`src/rtl/uart_echo_responder_if.sv`:
```
// uart_echo_responder_if: handshake bundle between the uart core and the echo responder.
// Latency: none; wires only.
// Backpressure: none here; pacing comes from tx_done_tick on the transmit side.
// Signals: rx_done_tick/rx_dout (receiver word strobe and data), tx_done_tick (stop bit done),
//          tx_start/tx_din (transmit request and word).
// master = uart core side, slave = echo responder side.
interface uart_echo_responder_if #(
  parameter int DBIT = 8
);
  logic            rx_done_tick;
  logic [DBIT-1:0] rx_dout;
  logic            tx_done_tick;
  logic            tx_start;
  logic [DBIT-1:0] tx_din;

  modport master (
    output rx_done_tick,
    output rx_dout,
    output tx_done_tick,
    input  tx_start,
    input  tx_din
  );

  modport slave (
    input  rx_done_tick,
    input  rx_dout,
    input  tx_done_tick,
    output tx_start,
    output tx_din
  );
endinterface

```
`src/rtl/uart_echo_responder.sv`:
```
// uart_echo_responder: queues every received UART word and echoes it back in order through the transmitter.
// Latency: rx_done_tick in cycle N gives tx_start in N+2 from idle; tx_done_tick in M gives the next tx_start in M+2.
// Backpressure: the transmitter paces pops via tx_done_tick; a word arriving while the FIFO is full is dropped and sets overflow.
// Ports: clk; reset_n (async, active-low); uart (slave modport: rx_done_tick/rx_dout in, tx_done_tick in,
//        tx_start/tx_din out, both registered); ovf_clr clears overflow; busy is high in START/WAIT;
//        fifo_count is the number of queued words (0..2^FIFO_AW); overflow is the sticky drop flag.
// Option macro UART_ECHO_UPCASE_EN: when defined and DBIT == 8, ASCII a-z is folded to A-Z at pop time.
module uart_echo_responder #(
  parameter int DBIT    = 8,
  parameter int FIFO_AW = 2
) (
  input  logic                 clk,
  input  logic                 reset_n,
  uart_echo_responder_if.slave uart,
  input  logic                 ovf_clr,
  output logic                 busy,
  output logic [FIFO_AW:0]     fifo_count,
  output logic                 overflow
);

  localparam int               DEPTH      = 1 << FIFO_AW;
  localparam logic [FIFO_AW:0] FULL_COUNT = (FIFO_AW + 1)'(DEPTH);

  typedef enum logic [1:0] {
    IDLE  = 2'd0,
    START = 2'd1,
    WAIT  = 2'd2
  } state_t;

  state_t             state;
  logic [DBIT-1:0]    mem [DEPTH];
  logic [FIFO_AW-1:0] wr_ptr;
  logic [FIFO_AW-1:0] rd_ptr;
  logic               full;
  logic               push;
  logic               pop;

  // Word transform applied on the way out of the FIFO.
  function automatic logic [DBIT-1:0] echo_word(input logic [DBIT-1:0] w);
    logic [DBIT-1:0] r;
    r = w;
`ifdef UART_ECHO_UPCASE_EN
    if (DBIT == 8) begin
      if (w >= DBIT'(8'h61) && w <= DBIT'(8'h7A)) begin
        r[5] = 1'b0;
      end
    end
`endif
    return r;
  endfunction

  // Full is judged on the pre-edge count, so a push while full is dropped
  // even if the FSM pops in the same cycle.
  assign full = (fifo_count == FULL_COUNT);
  assign push = uart.rx_done_tick && !full;
  assign pop  = (state == IDLE) && (fifo_count != '0);

  // Storage is not reset; the pointers and count define what is valid.
  always_ff @(posedge clk) begin
    if (push) begin
      mem[wr_ptr] <= uart.rx_dout;
    end
  end

  always_ff @(posedge clk or negedge reset_n) begin
    if (!reset_n) begin
      wr_ptr     <= '0;
      rd_ptr     <= '0;
      fifo_count <= '0;
      overflow   <= 1'b0;
    end else begin
      if (push) begin
        wr_ptr <= wr_ptr + 1'b1;
      end
      if (pop) begin
        rd_ptr <= rd_ptr + 1'b1;
      end
      case ({push, pop})
        2'b10:   fifo_count <= fifo_count + 1'b1;
        2'b01:   fifo_count <= fifo_count - 1'b1;
        default: fifo_count <= fifo_count;
      endcase
      // A drop in the same cycle as a clear leaves the flag set.
      if (uart.rx_done_tick && full) begin
        overflow <= 1'b1;
      end else if (ovf_clr) begin
        overflow <= 1'b0;
      end
    end
  end

  // tx_start and busy are registered alongside the state so they line up
  // with START and START/WAIT respectively.
  always_ff @(posedge clk or negedge reset_n) begin
    if (!reset_n) begin
      state         <= IDLE;
      uart.tx_start <= 1'b0;
      uart.tx_din   <= '0;
      busy          <= 1'b0;
    end else begin
      uart.tx_start <= 1'b0;
      case (state)
        IDLE: begin
          if (pop) begin
            uart.tx_din   <= echo_word(mem[rd_ptr]);
            uart.tx_start <= 1'b1;
            busy          <= 1'b1;
            state         <= START;
          end
        end
        START: begin
          state <= WAIT;
        end
        WAIT: begin
          if (uart.tx_done_tick) begin
            busy  <= 1'b0;
            state <= IDLE;
          end
        end
        default: begin
          busy  <= 1'b0;
          state <= IDLE;
        end
      endcase
    end
  end

endmodule

```
`src/flat_wrapper.sv`:
```
// flat-port wrapper written by rule: the top's interface ports become plain ports
module uart_echo_responder_flat 
#(
  parameter int DBIT    = 8,
  parameter int FIFO_AW = 2
)
  (clk, reset_n, ovf_clr, busy, fifo_count, overflow, uart_rx_done_tick, uart_rx_dout, uart_tx_done_tick, uart_tx_start, uart_tx_din);
  uart_echo_responder_if #(.DBIT(DBIT)) uart_i ();
  input  logic clk;
  input  logic reset_n;
  input  logic ovf_clr;
  output logic busy;
  output logic [FIFO_AW:0] fifo_count;
  output logic overflow;
  input wire logic [$bits(uart_i.rx_done_tick)-1:0] uart_rx_done_tick;
  input wire logic [$bits(uart_i.rx_dout)-1:0] uart_rx_dout;
  input wire logic [$bits(uart_i.tx_done_tick)-1:0] uart_tx_done_tick;
  output wire logic [$bits(uart_i.tx_start)-1:0] uart_tx_start;
  output wire logic [$bits(uart_i.tx_din)-1:0] uart_tx_din;
  assign uart_i.rx_done_tick = uart_rx_done_tick;
  assign uart_i.rx_dout = uart_rx_dout;
  assign uart_i.tx_done_tick = uart_tx_done_tick;
  assign uart_tx_start = uart_i.tx_start;
  assign uart_tx_din = uart_i.tx_din;
  uart_echo_responder #(.DBIT(DBIT), .FIFO_AW(FIFO_AW)) u_core (.clk(clk), .reset_n(reset_n), .uart(uart_i), .ovf_clr(ovf_clr), .busy(busy), .fifo_count(fifo_count), .overflow(overflow));
endmodule
```
`config.mk`:
```
export PLATFORM = sky130hd
export DESIGN_NAME = uart_echo_responder_flat
export DESIGN_NICKNAME = d
export VERILOG_FILES = /design/src/rtl/uart_echo_responder_if.sv /design/src/rtl/uart_echo_responder.sv /design/src/flat_wrapper.sv
export SDC_FILE = /design/constraint.sdc
export NUM_CORES = 1
export LEC_CHECK = 0
export BUFFER_PORTS_ARGS = -buffer_cell sky130_fd_sc_hd__buf_2
export CORE_AREA = 5 5 58 111
export DETAILED_ROUTE_END_ITERATION = 8
export DIE_AREA = 0 0 63 116
export GPL_TIMING_DRIVEN = 0
export SYNTH_ARGS = -nofsm -noshare
export SYNTH_HDL_FRONTEND = slang
export SYNTH_SLANG_ARGS = --single-unit
```
`constraint.sdc`:
```
create_clock -name clk -period 1.85 [get_ports clk]
set_input_delay 0.4625 -clock clk [delete_from_list [all_inputs] [get_ports clk]]
set_output_delay 0.4625 -clock clk [all_outputs]
set_load 0.01 [all_outputs]
```
* Word-level counts from Yosys, hierarchy flattened
Memories as Yosys holds them, arrays and structs flattened. A register that Yosys moved wholly into a read port is not among the register bits. Cells that the tools add are included.
Word-level totals: flip-flop bits (word level) 12, memory bits (writable) 32, input port bits 13, output and inout bits 14, word-level logic and storage cells 45, memories kept 1
Memory list:
- u_core.mem | depth 4, bits a word 8, rd ports 1, clocked after Yosys merged registers in 1, wr ports 1, RTL line uart_echo_responder.sv:31 | logic [DBIT-1:0] mem [DEPTH];
Cells by class: $add $sub $neg 4, equal/unequal tests 7, mux-type cells 13, bitwise gates (word level) 1, reduce and logical (&&, ||, !) cells 12
Operators by type and width (number):
- 2-to-1 mux 1 bit | 8
- case mux 2 bit (3 select lines) | 1
- case mux 3 bit (2 select lines) | 1
- adder 2 x 1 -> 2 bit (second input constant) | 2
- == test 2 x 1 -> 1 bit (second input constant) | 2
- == test 2 bit (second input constant) | 2
- 2-to-1 mux 2 bit | 2
- AND reduction 2 bit | 2
- nonzero test 2 bit | 2
- adder 3 x 1 -> 3 bit (second input constant) | 1
- == test 3 bit (second input constant) | 1
- logical AND 1 bit | 3
- case mux 1 bit (3 select lines) | 1
- AND reduction 3 bit | 1
- nonzero test 3 bit | 1
- subtractor 3 x 1 -> 3 bit (second input constant) | 1
- logical NOT 1 bit | 2
- logical NOT 2 bit | 1
- inequality test 2 x 1 -> 1 bit (second input constant) | 1
- inequality test 2 bit (second input constant) | 1
- NOT 1 bit | 1

* Depth between registers and ports, before layout
Gate-level depths: netlist of the first run.
depth after elaboration 5, gate-level depth with buffers 10, gate-level depth less buffers 9

* Worst setup path after synthesis of the first run
OpenSTA, ideal clock, no wires.
path type reg2reg, start register u_core.fifo_count[0], end register u_core.fifo_count[2], setup time 0.079 ns, data arrival time 2.013 ns, required time 1.771 ns, path slack -0.242 ns, stages on the path, launching flop included 11, buffers on the path 1, clock period less this slack 2.092 ns, path through dfrtp_1 nor3_2 or3_1 buf_6 inv_1 ha_1 inv_1 fa_1 xor2_1 nor2_1 xor2_1
Between the ends: elaborated cells on any way between the ends 11, those cells by class add/sub: 2; eq/ne: 3; mux: 1; reduce/logical: 5
RTL lines:
- start: declaration | RTL line uart_echo_responder.sv:17 | output logic [FIFO_AW:0] fifo_count,
- start signal: assignment | RTL line uart_echo_responder.sv:79 | 2'b10: fifo_count <= fifo_count + 1'b1;
- start signal: assignment | RTL line uart_echo_responder.sv:80 | 2'b01: fifo_count <= fifo_count - 1'b1;
- start signal: assignment | RTL line uart_echo_responder.sv:81 | default: fifo_count <= fifo_count;
- nonzero test 3 bit (*) | RTL line uart_echo_responder.sv:56 | assign pop = (state == IDLE) && (fifo_count != '0);
- logical AND 1 bit (*) | RTL line uart_echo_responder.sv:56
- via u_core.pop | RTL line uart_echo_responder.sv:36 | logic pop;
- == test 2 x 1 -> 1 bit or == test 2 bit (tied branches) | RTL line uart_echo_responder.sv:78 | case ({push, pop})
- case mux 3 bit (2 select lines) or nonzero test 2 bit (tied branches)
The timed path passes the listed nets; every way through them passes the cells marked *. A chain may end at the register's enable or synchronous reset.

* Worst setup path in the final report of the first run
start register u_core.fifo_count[1], end register u_core.fifo_count[2]
The elaborated chain is that of the path after synthesis.

==> results.tsv, run 1 <==
stage	metric	value	unit
status	outcome	finished, violations left	
status	violations	negative setup slack	
sta	period_needed	1.96	ns
clock_tree	cts_buffer_depth	2	
sta	slew_headroom	0.601	
power_and_ir_drop	leakagePower	1.00	nW
synthesis	synth.cell_area	0.00211	mm2
sta	rsz0062_at_grt	true	
final_layout	fillCellCount	471	
critical_path	cp_common_cell	xor2_1	
critical_path	cp.depth	9	
critical_path	critPathCapture	u_core.fifo_count[2]	
global_route	grt_usage	0.107	
synthesis	yosysUniqueCellTypes	24	
floorplanning	dieWidth	63	um
power_and_ir_drop	total_power	4.27	mW
synthesis	yosys_register_bits	52	
final_layout	syn_to_final_growth	17.6	%
floorplanning	dieHeight	116	um
final_layout	nets	168	
final_layout	final_area	0.00248	mm2
critical_path	startpoint	u_core.fifo_count[1]	
clock_tree	cts_tree	built	
critical_path	crit_path_start_kind	register	
sta	worst_slack	-0.115	ns
routing	routed_wl	3470	um
sta	setup_viol	1	
sta	fin_worst_skew	0.0108	ns
global_route	antenna_found_initial	0	
placed_design	dpl_cell_area	0.00233	mm2
floorplanning	dieArea	0.00731	mm2
floorplanning	placeableCoreArea	0.00547	mm2
critical_path	end_kind	register	
sta	hold_ws	0.0884	ns
synthesis	synth_fp_nets	130	
synthesis	ys_seq_area_frac	0.693	
critical_path	path_delay_family	simple AND/OR/NAND/NOR gates	
routing	ant_nets	0	
critical_path	slowest_stage	dfrtp_1	
power_and_ir_drop	ir_worst_vdd	0.000998	V
critical_path	crit_buf_inv	2	
global_route	grt_pass1_wl	5780	um
sta	worstMarginPinSlew	0.599	ns
global_route	gr-total-overflow	0	
clock_tree	cts_hold_buf	0	
floorplanning	rows	38	
critical_path	reg2reg_to	u_core.fifo_count[2]	
clock_tree	cts_max_level	2	
synthesis	avgSynthCellArea	19.0	um2
critical_path	cpPeakStageDelay	0.42	ns
routing	wl_per_cell	16.5	um
placed_design	port_buffers	26	
critical_path	cp.required	2.07	ns
clock_tree	cts_buffers	5	
sta	setup_tns	-0.115	ns
routing	viasPerCell	4.86	
routing	drt_iter0_drc	19	
critical_path	rrSetupSlack	-0.11	ns
power_and_ir_drop	pwr_density_cell	1720	mW/mm2
clock_tree	root_buffer	clkbuf_8	
synthesis	yosys_warnings	0	
final_layout	diodes	0	
routing	via_count	1020	
final_layout	final_cell_mix	32 x edfxtp_1, 26 x buf_2, 18 x dfrtp_1	
final_layout	final_common_cell	edfxtp_1	
sta	fmax	509	MHz
floorplanning	initial_core_util	0.386	
global_route	grt_pass1_vias	1129	
sta	min_period_over_period	1.06	
clock_tree	clk-insertion-delay-late	0.31	ns
critical_path	path_cells	nor3_2, or3_4, inv_4, ha_4, inv_2, fa_2, xor2_1, nor2_1, xor2_1	
clock_tree	clkTransAtPathRegs	0.10	ns
final_layout	fin_cells	210	
critical_path	path_max_fanout	4	
placed_design	dp_cells	197	
critical_path	critPathArrivalTime	2.19	ns
flow_run	maxCapViolations	0	
critical_path	critPathKind	register to register	
final_layout	drive_gt1_frac	0.453	
sta	slew_violations	0	
floorplanning	pin_count	27	
critical_path	r2r_start	u_core.fifo_count[1]	
worst_hold_path	hold_class	input pin to async pin	
synthesis	postSynthCellCount	111	
routing	drc_errors	0	
clock_tree	clock-sinks	52	
global_route	grt_max_degree	21	
sta	hold_violations	0	
placed_design	place.gp.congestion	0.684	
critical_path	ff2ff_path_depth	9	
placed_design	place_hpwl	2520	um
routing	firstDrtPassIters	3	
==> cells by family (layout without fill, tap and decap cells) <==
family / Yosys count / in the layout / synth area share
XOR/XNOR: 6 / 6 / 0.0249
flip-flops: 52 / 52 / 0.693
AO/OA/AOI/OAI: 3 / 3 / 0.00831
AND/OR/NAND/NOR: 13 / 13 / 0.0368
adder cells (fa/ha/maj): 6 / 6 / 0.0391
buffers and inverters: 12 / 51 / 0.0409
multiplexers: 19 / 19 / 0.157
==> stage by stage <==
stage          utilization  setup WS, ns
6_report             0.454        -0.115
5_1_grt              0.454        -0.232
4_1_cts              0.452        -0.128
3_5_place_dp         0.427        -0.251
3_3_place_gp         0.427        -0.187
2_1_floorplan            -        -0.126
==> worst min-delay path by stage <==
stage	from	cells past startpoint	to
6_report	reset_n	1	u_core.uart.tx_din[4]
5_1_grt	reset_n	1	u_core.uart.tx_din[4]
4_1_cts	reset_n	1	u_core.uart.tx_din[4]
3_5_place_dp	reset_n	1	u_core.uart.tx_din[4]
3_3_place_gp	reset_n	1	u_core.uart.tx_din[4]
2_1_floorplan	reset_n	0	u_core.busy
==> synth_stat cells <==
master     number  area, um2
a21boi_1        1       7.51
and2_1          4       25.0
buf_6           2       22.5
clkbuf_1        1       3.75
clkinv_16       1       30.0
dfrtp_1        20        500
edfxtp_1       32        961
fa_1            1       20.0
ha_1            5       62.6
inv_1           8       30.0
mux2_2          1       11.3
mux2_4          8        120
mux2i_1         2       20.0
mux4_2          8        180
nand2_1         2       7.51
nand2b_1        1       6.26
nand3_1         1       5.00
nor2_1          2       7.51
nor3_2          1       10.0
o21ai_0         2       10.0
or3_1           1       6.26
or4b_1          1       10.0
xnor2_1         4       35.0
xor2_1          2       17.5
==> state kept, by name, summed over array words and instances (netlist names), 2 cells and up <==
name / cells
u_core.state: 2
u_core.rd_ptr: 2
u_core.mem: 32
u_core.wr_ptr: 2
u_core.fifo_count: 3
u_core.uart.tx_din: 8
==> what timing repair did <==
item / 4_1_cts / 5_1_grt
pin swaps: 3 / 5
resized for setup: 1 / 2
gates cloned: 0 / 0
endpoints found under the hold margin: 0 / 0
setup endpoints to repair: 2 / 2
buffers inserted: 5 / 1
==> power by group <==
group          leakage, nW  internal, mW  switching [mW]
clock network       0.0487         0.276           0.386
registers            0.527          1.63           0.169
logic                0.423         0.966           0.840
==> area by class of cell <==
type	instances	area [um2]	share of cell area
sequential	52	1460	0.590
tap	60	75.1	0.0303
multi-input combinational	47	593	0.239
clock inverter	3	26.3	0.0106
inverter	9	62.6	0.0252
clock buffer	5	68.8	0.0277
buffer	2	15.0	0.00605
timing repair buffer	32	175	0.0706
==> layer usage <==
layer | routed length (um) | GRT usage | share of wire | up-vias
met3 | 124 | 0.0310 | 0.036 | 5
met2 | 1970 | 0.195 | 0.57 | 19
met4 | 72 | 0.0467 | 0.021 | 0
li1 | - | - | - | 480
met1 | 1300 | 0.111 | 0.37 | 516
met5 | 0 | 0 | 0 | -
(Power assumes the default switching activity.)
==> run 2: changes to the inputs <==
Settings changed: ABC_AREA set to 1, CORE_AREA 5 5 58 111 to 2 2 57 112, DIE_AREA 0 0 63 116 to 0 0 59 114.
==> results.tsv, run 2 <==
stage	metric	value	unit
global_route	grt_pass1_wl	6780	um
final_layout	final_area	0.00273	mm2
synthesis	ys_seq_area_frac	0.647	
worst_hold_path	hold_class	input pin to async pin	
final_layout	syn_to_final_growth	20.8	%
routing	drt_iter0_drc	54	
floorplanning	rows	40	
placed_design	place.gp.congestion	0.746	
synthesis	synth_fp_nets	242	
synthesis	synth_top_area_cell	edfxtp_1	
clock_tree	cts_max_level	2	
synthesis	muxShareOfSynthArea	0	
synthesis	synth_top_area_frac	0.425	
floorplanning	dieArea	0.00673	mm2
final_layout	nets	280	
sta	fin_worst_skew	0.00274	ns
power_and_ir_drop	ir_worst_vdd	0.000806	V
floorplanning	placeableCoreArea	0.00591	mm2
routing	ant_nets	0	
synthesis	synth_fa_ha_area_frac	0.0366	
synthesis	postSynthCellCount	223	
power_and_ir_drop	leakagePower	1.35	nW
synthesis	yosysUniqueCellTypes	21	
global_route	grt_usage	0.136	
clock_tree	clkTransAtPathRegs	0.07	ns
synthesis	yosys_register_bits	52	
synthesis	yosysMostFrequentCell	nand2_1	
synthesis	synth_top_family_by_area	simple AND/OR/NAND/NOR gates	
critical_path	cp.required	2.02	ns
synthesis	avgSynthCellArea	10.1	um2
sta	slew_violations	0	
status	outcome	finished, final reports clean	
synthesis	synth_commonest_cells	71 x nand2_1, 48 x inv_1, 32 x edfxtp_1	
placed_design	dpl_cell_area	0.00247	mm2
critical_path	crit_path_start_kind	register	
synthesis	synth.cell_area	0.00226	mm2
clock_tree	clock-sinks	52	
synthesis	synthArstFlopShare	0.385	
routing	wl_per_cell	12.4	um
final_layout	diodes	0	
routing	firstDrtPassIters	4	
routing	via_count	1479	
final_layout	largest_reg_flops	32	
clock_tree	clk-insertion-delay-late	0.29	ns
clock_tree	cts_buffers	5	
sta	hold_ws	0.103	ns
critical_path	end_kind	register	
routing	drc_errors	0	
final_layout	final_common_cell	nand2_1	
global_route	grt_pass1_vias	1469	
clock_tree	cts_buffer_depth	2	
sta	fmax	574	MHz
flow_run	maxCapViolations	0	
synthesis	yosys_warnings	0	
critical_path	critPathArrivalTime	1.92	ns
global_route	gr-total-overflow	0	
sta	slew_headroom	0.492	
synthesis	yosys_most_used_dff	edfxtp_1	
sta	min_period_over_period	0.942	
sta	period_needed	1.74	ns
critical_path	critPathKind	register to register	
final_layout	top_register	u_core.mem	
routing	viasPerCell	4.55	
floorplanning	dieWidth	59	um
global_route	antenna_found_initial	0	
global_route	grt_max_degree	21	
clock_tree	cts_hold_buf	0	
sta	setup_viol	0	
final_layout	drive_gt1_frac	0.218	
floorplanning	dieHeight	114	um
routing	routed_wl	4020	um
synthesis	yosys.area_share.simple	0.183	
sta	hold_violations	0	
sta	worstMarginPinSlew	0.759	ns
synthesis	synth_compound_area_frac	0.0122	
power_and_ir_drop	pwr_density_cell	1740	mW/mm2
final_layout	reg.largest.list	u_core.mem: 32 flops, u_core.uart.tx_din: 8 flops, u_core.fifo_count: 3 flops	
floorplanning	initial_core_util	0.382	
clock_tree	root_buffer	clkbuf_16	
final_layout	final_cell_mix	70 x nand2_1, 48 x inv_1, 32 x edfxtp_1	
floorplanning	pin_count	27	
placed_design	port_buffers	26	
synthesis	synth_xor_area_frac	0.0194	
synthesis	synth_area_leaders	edfxtp_1 43%, dfrtp_1 22%, nand2_1 12%	
clock_tree	cts_tree	built	
placed_design	place_hpwl	2830	um
critical_path	path_max_fanout	6	
synthesis	synth_edf_count	32	
sta	rsz0062_at_grt	false	
run 2: logic make-up (layout without fill, tap and decap cells):
kind of cell / count (synthesis) / in the layout
AOI/OAI and AO/OA: 5 / 5
xor gates and xnor gates: 5 / 5
adders and majority gates: 6 / 6
buffers and inverters: 55 / 94
DFF: 52 / 52
and+or+nand+nor: 100 / 100
run 2: worst paths after layout:
check                                           start  cells after the start                    end  slack [ns]
worst max-delay path             u_core.fifo_count[0]                      9   u_core.fifo_count[2]        0.11
worst min-delay path                          reset_n                      1  u_core.uart.tx_din[4]        0.10
worst max register to register   u_core.fifo_count[0]                      9   u_core.fifo_count[2]        0.11
worst min register to register  u_core.uart.tx_din[5]                      2  u_core.uart.tx_din[5]        0.47
max in group asynchronous                     reset_n                      1   u_core.uart.tx_start        1.45
min in group clk                              ovf_clr                      2        u_core.overflow        0.37
run 2: what timing repair did:
action                     4_1_cts  5_1_grt
buffers inserted                 3        3
pin swaps                        1        4
setup endpoints to repair        2       18
resized for setup                4        8
run 2: final cells by class:
| type | instances | area (um2) |
|---|---|---|
| plain buffers | 4 | 31.3 |
| multi-input cells | 116 | 619 |
| clock inverters | 3 | 46.3 |
| flip-flops and latches | 52 | 1460 |
| fillers | 573 | 3180 |
| clock buffers | 5 | 125 |
| inverters | 50 | 190 |
| well taps | 63 | 78.8 |
| repair buffers | 32 | 175 |
run 2: stage by stage:
| step | cells | utilization | setup TNS, ns | worst slack, ns | power (mW) |
|---|---|---|---|---|---|
| after global routing | 325 | 0.462 | 0 | 0.0168 | 5.11 |
| after floorplan | 223 | - | 0 | 0.00837 | 3.00 |
| after CTS | 322 | 0.453 | 0 | 0.0102 | 4.67 |
| final | 325 | 0.462 | 0 | 0.107 | 4.74 |
| after detailed placement | 312 | 0.418 | -0.250 | -0.146 | 3.56 |
| after global placement | 312 | 0.418 | -0.155 | -0.0914 | 3.49 |
run 2: power breakdown:
part           leakage [nW]  total, mW  switching [mW]  internal, mW
clock network        0.0804       1.04           0.396         0.642
logic                 0.729       1.91            1.16         0.747
registers             0.536       1.79           0.168          1.62
total                  1.35       4.74            1.73          3.01
run 2: metal layers:
metal | up-vias | share of wire | GRT usage | routed length [um]
met3 | 11 | 0.050 | 0.0283 | 202
met4 | 0 | 0.029 | 0.0621 | 116
met2 | 40 | 0.51 | 0.227 | 2050
met1 | 674 | 0.41 | 0.165 | 1660
met5 | - | 0 | 0 | 0
li1 | 754 | - | - | -
run 2: critical path, cell delays in order (launching register included):
cell and delay, ns:
dfrtp_1 0.42, nor2_4 0.17, nand2_2 0.09, nand2_4 0.12, ha_4 0.14, inv_1 0.05
fa_2 0.33, nand2_1 0.07, nand3_1 0.08, xor2_1 0.14
